`src/rtl/rtc_edit_sequencer.sv`:
```
// RTC field edit sequencer.
// Walks the nine calendar/alarm fields, loading each from the register bank,
// letting the user step it in BCD with up/down buttons, and writing it back
// with a request/acknowledge handshake and a timeout.
// Optional feature: define AUTO_REPEAT_EN to enable hold-to-repeat on up/down.
module rtc_edit_sequencer #(
    parameter int unsigned REPEAT_DLY  = 4,
    parameter int unsigned ACK_TIMEOUT = 255
) (
    input  logic       clk_i,
    input  logic       rst_n_i,
    input  logic       edit_i,
    input  logic       next_i,
    input  logic       up_i,
    input  logic       down_i,
    input  logic       tick_i,
    input  logic [7:0] rd_data_i,
    input  logic       wr_ack_i,
    output logic [3:0] field_o,
    output logic [7:0] value_o,
    output logic [3:0] rd_addr_o,
    output logic [3:0] wr_addr_o,
    output logic [7:0] wr_data_o,
    output logic       wr_req_o,
    output logic       busy_o,
    output logic       err_o
);

    typedef enum logic [2:0] {
        StIdle,
        StLoad,
        StEdit,
        StWrite,
        StWaitAck
    } state_e;

    // Timeout counter holds 0 .. ACK_TIMEOUT-1
    localparam int unsigned TmoW = (ACK_TIMEOUT < 2) ? 1 : $clog2(ACK_TIMEOUT);

    localparam logic [3:0] LastField = 4'd9;

    // ------------------------------------------------------------------
    // Field range tables (packed BCD)
    // ------------------------------------------------------------------
    function automatic logic [7:0] fld_min(input logic [3:0] f);
        logic [7:0] m;
        case (f)
            4'd4, 4'd5: m = 8'h01;
            default:    m = 8'h00;
        endcase
        return m;
    endfunction

    function automatic logic [7:0] fld_max(input logic [3:0] f);
        logic [7:0] m;
        case (f)
            4'd1, 4'd2, 4'd8, 4'd9: m = 8'h59;
            4'd3, 4'd7:             m = 8'h23;
            4'd4:                   m = 8'h31;
            4'd5:                   m = 8'h12;
            4'd6:                   m = 8'h99;
            default:                m = 8'h00;
        endcase
        return m;
    endfunction

    // Packed BCD orders the same as its decimal value, so plain compares work
    function automatic logic [7:0] sanitize(input logic [7:0] v, input logic [3:0] f);
        logic [7:0] r;
        if (v[7:4] > 4'd9 || v[3:0] > 4'd9 || v < fld_min(f) || v > fld_max(f)) begin
            r = fld_min(f);
        end else begin
            r = v;
        end
        return r;
    endfunction

    function automatic logic [7:0] bcd_inc(input logic [7:0] v, input logic [3:0] f);
        logic [7:0] r;
        if (v >= fld_max(f)) begin
            r = fld_min(f);
        end else if (v[3:0] == 4'd9) begin
            r = {v[7:4] + 4'd1, 4'd0};
        end else begin
            r = {v[7:4], v[3:0] + 4'd1};
        end
        return r;
    endfunction

    function automatic logic [7:0] bcd_dec(input logic [7:0] v, input logic [3:0] f);
        logic [7:0] r;
        if (v <= fld_min(f)) begin
            r = fld_max(f);
        end else if (v[3:0] == 4'd0) begin
            r = {v[7:4] - 4'd1, 4'd9};
        end else begin
            r = {v[7:4], v[3:0] - 4'd1};
        end
        return r;
    endfunction

    // ------------------------------------------------------------------
    // State
    // ------------------------------------------------------------------
    state_e          r_state;
    logic [3:0]      r_field;
    logic [7:0]      r_value;
    logic [3:0]      r_rd_addr;
    logic [3:0]      r_wr_addr;
    logic [7:0]      r_wr_data;
    logic            r_wr_req;
    logic            r_busy;
    logic            r_err;
    logic [TmoW-1:0] r_tmo;

    logic            r_edit_prev;
    logic            r_next_prev;
    logic            r_up_prev;
    logic            r_down_prev;

    logic            w_edit_edge;
    logic            w_next_edge;
    logic            w_up_edge;
    logic            w_down_edge;
    logic            w_step_up;
    logic            w_step_down;

    assign w_edit_edge = edit_i & ~r_edit_prev;
    assign w_next_edge = next_i & ~r_next_prev;
    assign w_up_edge   = up_i   & ~r_up_prev;
    assign w_down_edge = down_i & ~r_down_prev;

    // Previous button levels for rising-edge detection
    always_ff @(posedge clk_i or negedge rst_n_i) begin
        if (!rst_n_i) begin
            r_edit_prev <= 1'b0;
            r_next_prev <= 1'b0;
            r_up_prev   <= 1'b0;
            r_down_prev <= 1'b0;
        end else begin
            r_edit_prev <= edit_i;
            r_next_prev <= next_i;
            r_up_prev   <= up_i;
            r_down_prev <= down_i;
        end
    end

`ifdef AUTO_REPEAT_EN
    localparam int unsigned RptW = (REPEAT_DLY < 1) ? 1 : $clog2(REPEAT_DLY + 1);

    logic [RptW-1:0] r_rpt_cnt;
    logic            w_one_held;
    logic            w_rpt_armed;
    logic            w_rpt_fire;

    // Exactly one of up/down held, with no fresh edge stealing the cycle
    assign w_one_held  = (up_i ^ down_i) & ~w_up_edge & ~w_down_edge;
    assign w_rpt_armed = (r_rpt_cnt == RptW'(REPEAT_DLY));
    assign w_rpt_fire  = (r_state == StEdit) & w_one_held & tick_i & w_rpt_armed;

    // Count hold ticks up to REPEAT_DLY, then stay armed until release
    always_ff @(posedge clk_i or negedge rst_n_i) begin
        if (!rst_n_i) begin
            r_rpt_cnt <= '0;
        end else if (r_state != StEdit || !w_one_held) begin
            r_rpt_cnt <= '0;
        end else if (tick_i && !w_rpt_armed) begin
            r_rpt_cnt <= r_rpt_cnt + RptW'(1);
        end
    end

    // Step requests from edges or from an armed repeat tick
    always_comb begin
        w_step_up   = 1'b0;
        w_step_down = 1'b0;
        if (w_up_edge && !w_down_edge) begin
            w_step_up = 1'b1;
        end else if (w_down_edge && !w_up_edge) begin
            w_step_down = 1'b1;
        end else if (w_rpt_fire) begin
            w_step_up   = up_i;
            w_step_down = down_i;
        end
    end
`else
    // Repeat strobe and delay have no effect in this build
    logic w_unused_tick;
    assign w_unused_tick = tick_i & (REPEAT_DLY != 0);

    // Step requests from single-button edges only
    always_comb begin
        w_step_up   = 1'b0;
        w_step_down = 1'b0;
        if (w_up_edge && !w_down_edge) begin
            w_step_up = 1'b1;
        end else if (w_down_edge && !w_up_edge) begin
            w_step_down = 1'b1;
        end
    end
`endif

    // Main sequencer FSM with registered outputs
    always_ff @(posedge clk_i or negedge rst_n_i) begin
        if (!rst_n_i) begin
            r_state   <= StIdle;
            r_field   <= 4'd0;
            r_value   <= 8'h00;
            r_rd_addr <= 4'd0;
            r_wr_addr <= 4'd0;
            r_wr_data <= 8'h00;
            r_wr_req  <= 1'b0;
            r_busy    <= 1'b0;
            r_err     <= 1'b0;
            r_tmo     <= '0;
        end else begin
            case (r_state)
                StIdle: begin
                    r_field   <= 4'd0;
                    r_value   <= 8'h00;
                    r_rd_addr <= 4'd0;
                    r_busy    <= 1'b0;
                    if (w_edit_edge) begin
                        r_err     <= 1'b0;
                        r_field   <= 4'd1;
                        r_rd_addr <= 4'd1;
                        r_busy    <= 1'b1;
                        r_state   <= StLoad;
                    end
                end

                // rd_data_i is valid for rd_addr_o one cycle after it changed
                StLoad: begin
                    r_value <= sanitize(rd_data_i, r_field);
                    r_state <= StEdit;
                end

                StEdit: begin
                    if (w_edit_edge) begin
                        r_field   <= 4'd0;
                        r_value   <= 8'h00;
                        r_rd_addr <= 4'd0;
                        r_busy    <= 1'b0;
                        r_state   <= StIdle;
                    end else if (w_next_edge) begin
                        r_state <= StWrite;
                    end else if (w_step_up) begin
                        r_value <= bcd_inc(r_value, r_field);
                    end else if (w_step_down) begin
                        r_value <= bcd_dec(r_value, r_field);
                    end
                end

                StWrite: begin
                    r_wr_req  <= 1'b1;
                    r_wr_addr <= r_field;
                    r_wr_data <= r_value;
                    r_tmo     <= '0;
                    r_state   <= StWaitAck;
                end

                StWaitAck: begin
                    if (wr_ack_i && r_wr_req) begin
                        r_wr_req <= 1'b0;
                        if (r_field == LastField) begin
                            r_field   <= 4'd0;
                            r_value   <= 8'h00;
                            r_rd_addr <= 4'd0;
                            r_busy    <= 1'b0;
                            r_state   <= StIdle;
                        end else begin
                            r_field   <= r_field + 4'd1;
                            r_rd_addr <= r_field + 4'd1;
                            r_state   <= StLoad;
                        end
                    end else if (r_tmo == TmoW'(ACK_TIMEOUT - 1)) begin
                        // Give up on the bank; user may retry from the same field
                        r_wr_req <= 1'b0;
                        r_err    <= 1'b1;
                        r_state  <= StEdit;
                    end else begin
                        r_tmo <= r_tmo + TmoW'(1);
                    end
                end

                default: begin
                    r_state <= StIdle;
                end
            endcase
        end
    end

    assign field_o   = r_field;
    assign value_o   = r_value;
    assign rd_addr_o = r_rd_addr;
    assign wr_addr_o = r_wr_addr;
    assign wr_data_o = r_wr_data;
    assign wr_req_o  = r_wr_req;
    assign busy_o    = r_busy;
    assign err_o     = r_err;

endmodule

```
`config.mk`:
```
export PLATFORM = sky130hd
export DESIGN_NAME = rtc_edit_sequencer
export DESIGN_NICKNAME = d
export VERILOG_FILES = /design/src/rtl/rtc_edit_sequencer.sv
export SDC_FILE = /design/constraint.sdc
export NUM_CORES = 1
export LEC_CHECK = 0
export BUFFER_PORTS_ARGS = -buffer_cell sky130_fd_sc_hd__buf_4
export CORE_MARGIN = 3
export CORE_UTILIZATION = 58
export DETAILED_ROUTE_END_ITERATION = 6
export GPL_TIMING_DRIVEN = 0
export PLACE_DENSITY = 0.81
export SLEW_MARGIN = 25
export SYNTH_ARGS = -nofsm -noshare
export SYNTH_HDL_FRONTEND = slang
export SYNTH_SLANG_ARGS = --single-unit
```
`constraint.sdc`:
```
create_clock -name clk_i -period 3.7 [get_ports clk_i]
set_input_delay 0.185 -clock clk_i [delete_from_list [all_inputs] [get_ports clk_i]]
set_output_delay 0.185 -clock clk_i [all_outputs]
set_load 0.005 [all_outputs]
```
==> impl_metrics.ini <==
[outcome]
status = finished, final reports clean

[setup_path]
crit_end = value_o[0]
startpoint = rd_addr_o[0]
crit_path_end_kind = register
cp.depth = 12
r2r_cells = 12
crit_arrival_ns = 3.59
worstPathMaxFanout = 9
cpMaxStageDelayCell = dfrtp_1
max_stage_delay_ns = 0.51
crit_path_start_kind = register
worstPathCellList = inv_1 -> ha_1 -> nand2b_1 -> a21oi_2 -> inv_1 -> ha_1 -> and3_1 -> a221oi_1 -> o21ai_0 -> and3_1 -> a221oi_1 -> o221ai_1
crit_family = compound AO/OA/AOI/OAI gates
crit_buf_inv = 2
worstSetupPathType = register to register
timing.rr.start = rd_addr_o[0]
r2r_slack_ns = 0.28
r2r-end = value_o[0]
crit_required_ns = 3.87

[sta]
post-route-period-util_pct = 92.4
final.setup.tns_ns = 0
clock_skew_ns = 0.00604
fmax_mhz = 292
grt_setup_unrepaired = false
relSlewSlack_pct = 59.5
drv_slew = 0
worst_slew_pin_slew_ns = 0.603
final-hold-violation-count = 0
setup_viol = 0
min_period_ns = 3.42

[pwr]
power_density_mw_per_mm2 = 718
peakVddDrop_uv = 368
p_leak_nw = 1.66

[yosys]
synth_warnings = 0
syn_nets = 392
syn_area_per_cell_sq_um = 8.89
synth_edf_count = 0
yosysUniqueCellTypes = 57
ys_ff_latch = 42
async_flop_share_pct = 100
syn-instance-count = 346
ys.flop_type = dfrtp_1
synthesis.area_sq_mm = 0.00308
seq_area_frac_synth_pct = 34.2

[placed_design]
gp_congestion = 0.989
dp.cells = 458
portBuffers = 45
hpwl_microns = 5850

[clock_tree]
clk_pin_slew_ns = 0.09
postCtsSetupRepairBufs = 0
clkSinkCount = 42
numCtsBuffers = 5
insertion_delay_ns = 0.30
clock_tree.buffer_depth = 2
htreeDepth = 2
cts_tree = built
clockRootBuffer = clkbuf_8

[global_route]
grt_remaining_overflow = 0
track_usage_pct = 25.9
antenna_found_initial = 0
grt_max_degree = 43
grt_pass1_vias = 2634
grt_pass1_wl_microns = 12800

[cells_and_area]
layout_common_cells = 50 x buf_4, 41 x dfrtp_1, 31 x nand2_1
area_growth_pct = 18.6
drive_gt1_share_pct = 18.9
antenna_cells = 0
nFillCells = 393
final_nets = 448
final_util_pct = 74.3
final_common_cell = buf_4
layout.cells.non_filler = 470

[route]
first_pass_iters = 5
drc = 0
viasPerCell = 6.09
wl_microns = 7620
vias = 2861
ant_nets = 0
drt_iter0_drc = 252
wl_per_cell_microns = 16.2

[die]
rows = 25
core_area_sq_mm = 0.00491
fp.dieW_microns = 78.8
die_area_sq_mm = 0.00621
ios = 47
die_h_microns = 78.8
initial_core_util_pct = 62.6

[job]
maxCapViolations = 0

[hold_path]
hold_path_class = primary input to register
min_from = edit_i
==> Yosys cell counts (all sizes together), types with 7 or more instances <==
cell type | n | share of area [%]
a21oi | 17 | 3.1
and3 | 7 | 1.4
buf | 8 | 1.9
clkbuf | 10 | 1.2
dfrtp | 42 | 34
ha | 30 | 12
inv | 17 | 2.1
nand2 | 32 | 4.0
nand2b | 12 | 2.4
nand3 | 12 | 2.0
nor2 | 18 | 2.7
nor3 | 9 | 1.5
o211ai | 7 | 1.9
o21ai | 45 | 7.3
==> timing repair <==
item / CTS / global route
gates resized for setup: 0 / 3
endpoints found under the hold margin: 45 / 0
hold buffers: 4 / 0
endpoints found under the setup margin: 0 / 5
==> worst min path at each step <==
stage | to | depth (start not counted)
2_1_floorplan | busy_o | 0
5_1_grt | r_edit_prev | 1
4_1_cts | r_edit_prev | 1
3_5_place_dp | r_tmo[2] | 1
6_report | r_edit_prev | 1
3_3_place_gp | r_tmo[3] | 1
==> report_power, final <==
part / internal (W) / switching, W / total, W
logic: 0.000692 / 0.000901 / 0.00159
clock network: 0.000150 / 0.000170 / 0.000320
registers: 0.000582 / 0.000127 / 0.000709
total: 0.00142 / 0.00120 / 0.00262
==> cell type report <==
class	count	area, sq um	share of cell area, %
plain buffers	18	96.3	2.64
clock buffers	6	82.6	2.26
clock inverters	2	12.5	0.343
inverters	17	63.8	1.75
multi-input cells	269	1880	51.5
flip-flops and latches	42	1050	28.8
well taps	67	83.8	2.30
repair buffers	49	378	10.4
==> stage by stage <==
stage / power [W] / worst slack, ns / hold WS (ns) / cell area (sq um)
floorplan: 0.00177 / 0.748 / -0.111 / 3080
global placement: 0.00221 / -0.0348 / 0.192 / 3500
detailed placement: 0.00225 / 0.0759 / 0.198 / 3500
CTS: 0.00258 / 0.0278 / 0.000583 / 3630
global route: 0.00282 / 0.119 / 0.00391 / 3650
finish: 0.00262 / 0.280 / 0.00692 / 3650
==> cells by family after synthesis <==
group,count (synthesis),share of synthesized area [%]
and+or+nand+nor,116,20.2
buffers and inverters,35,5.21
muxes,7,2.52
AOI/OAI and AO/OA,110,24.0
DFF,42,34.2
xor gates and xnor gates,6,1.71
adders and majority gates,30,12.2
==> routing by layer <==
| metal | global-route usage (%) | vias up | part of all wire [%] |
|---|---|---|---|
| met4 | 7.56 | 0 | 1.6 |
| met3 | 3.74 | 14 | 7.3 |
| li1 | - | 1383 | - |
| met2 | 40.3 | 135 | 45 |
| met1 | 37.5 | 1329 | 46 |
| met5 | 0 | - | 0 |
==> flip-flops by register name (all words and copies together) (netlist names) <==
register     cells
wr_data_o        8
r_up_prev        1
r_edit_prev      1
r_next_prev      1
r_down_prev      1
r_state          3
wr_req_o         1
value_o          8
busy_o           1
wr_addr_o        4
err_o            1
rd_addr_o        4
r_tmo            8
Power figures use the tool's default switching activity.
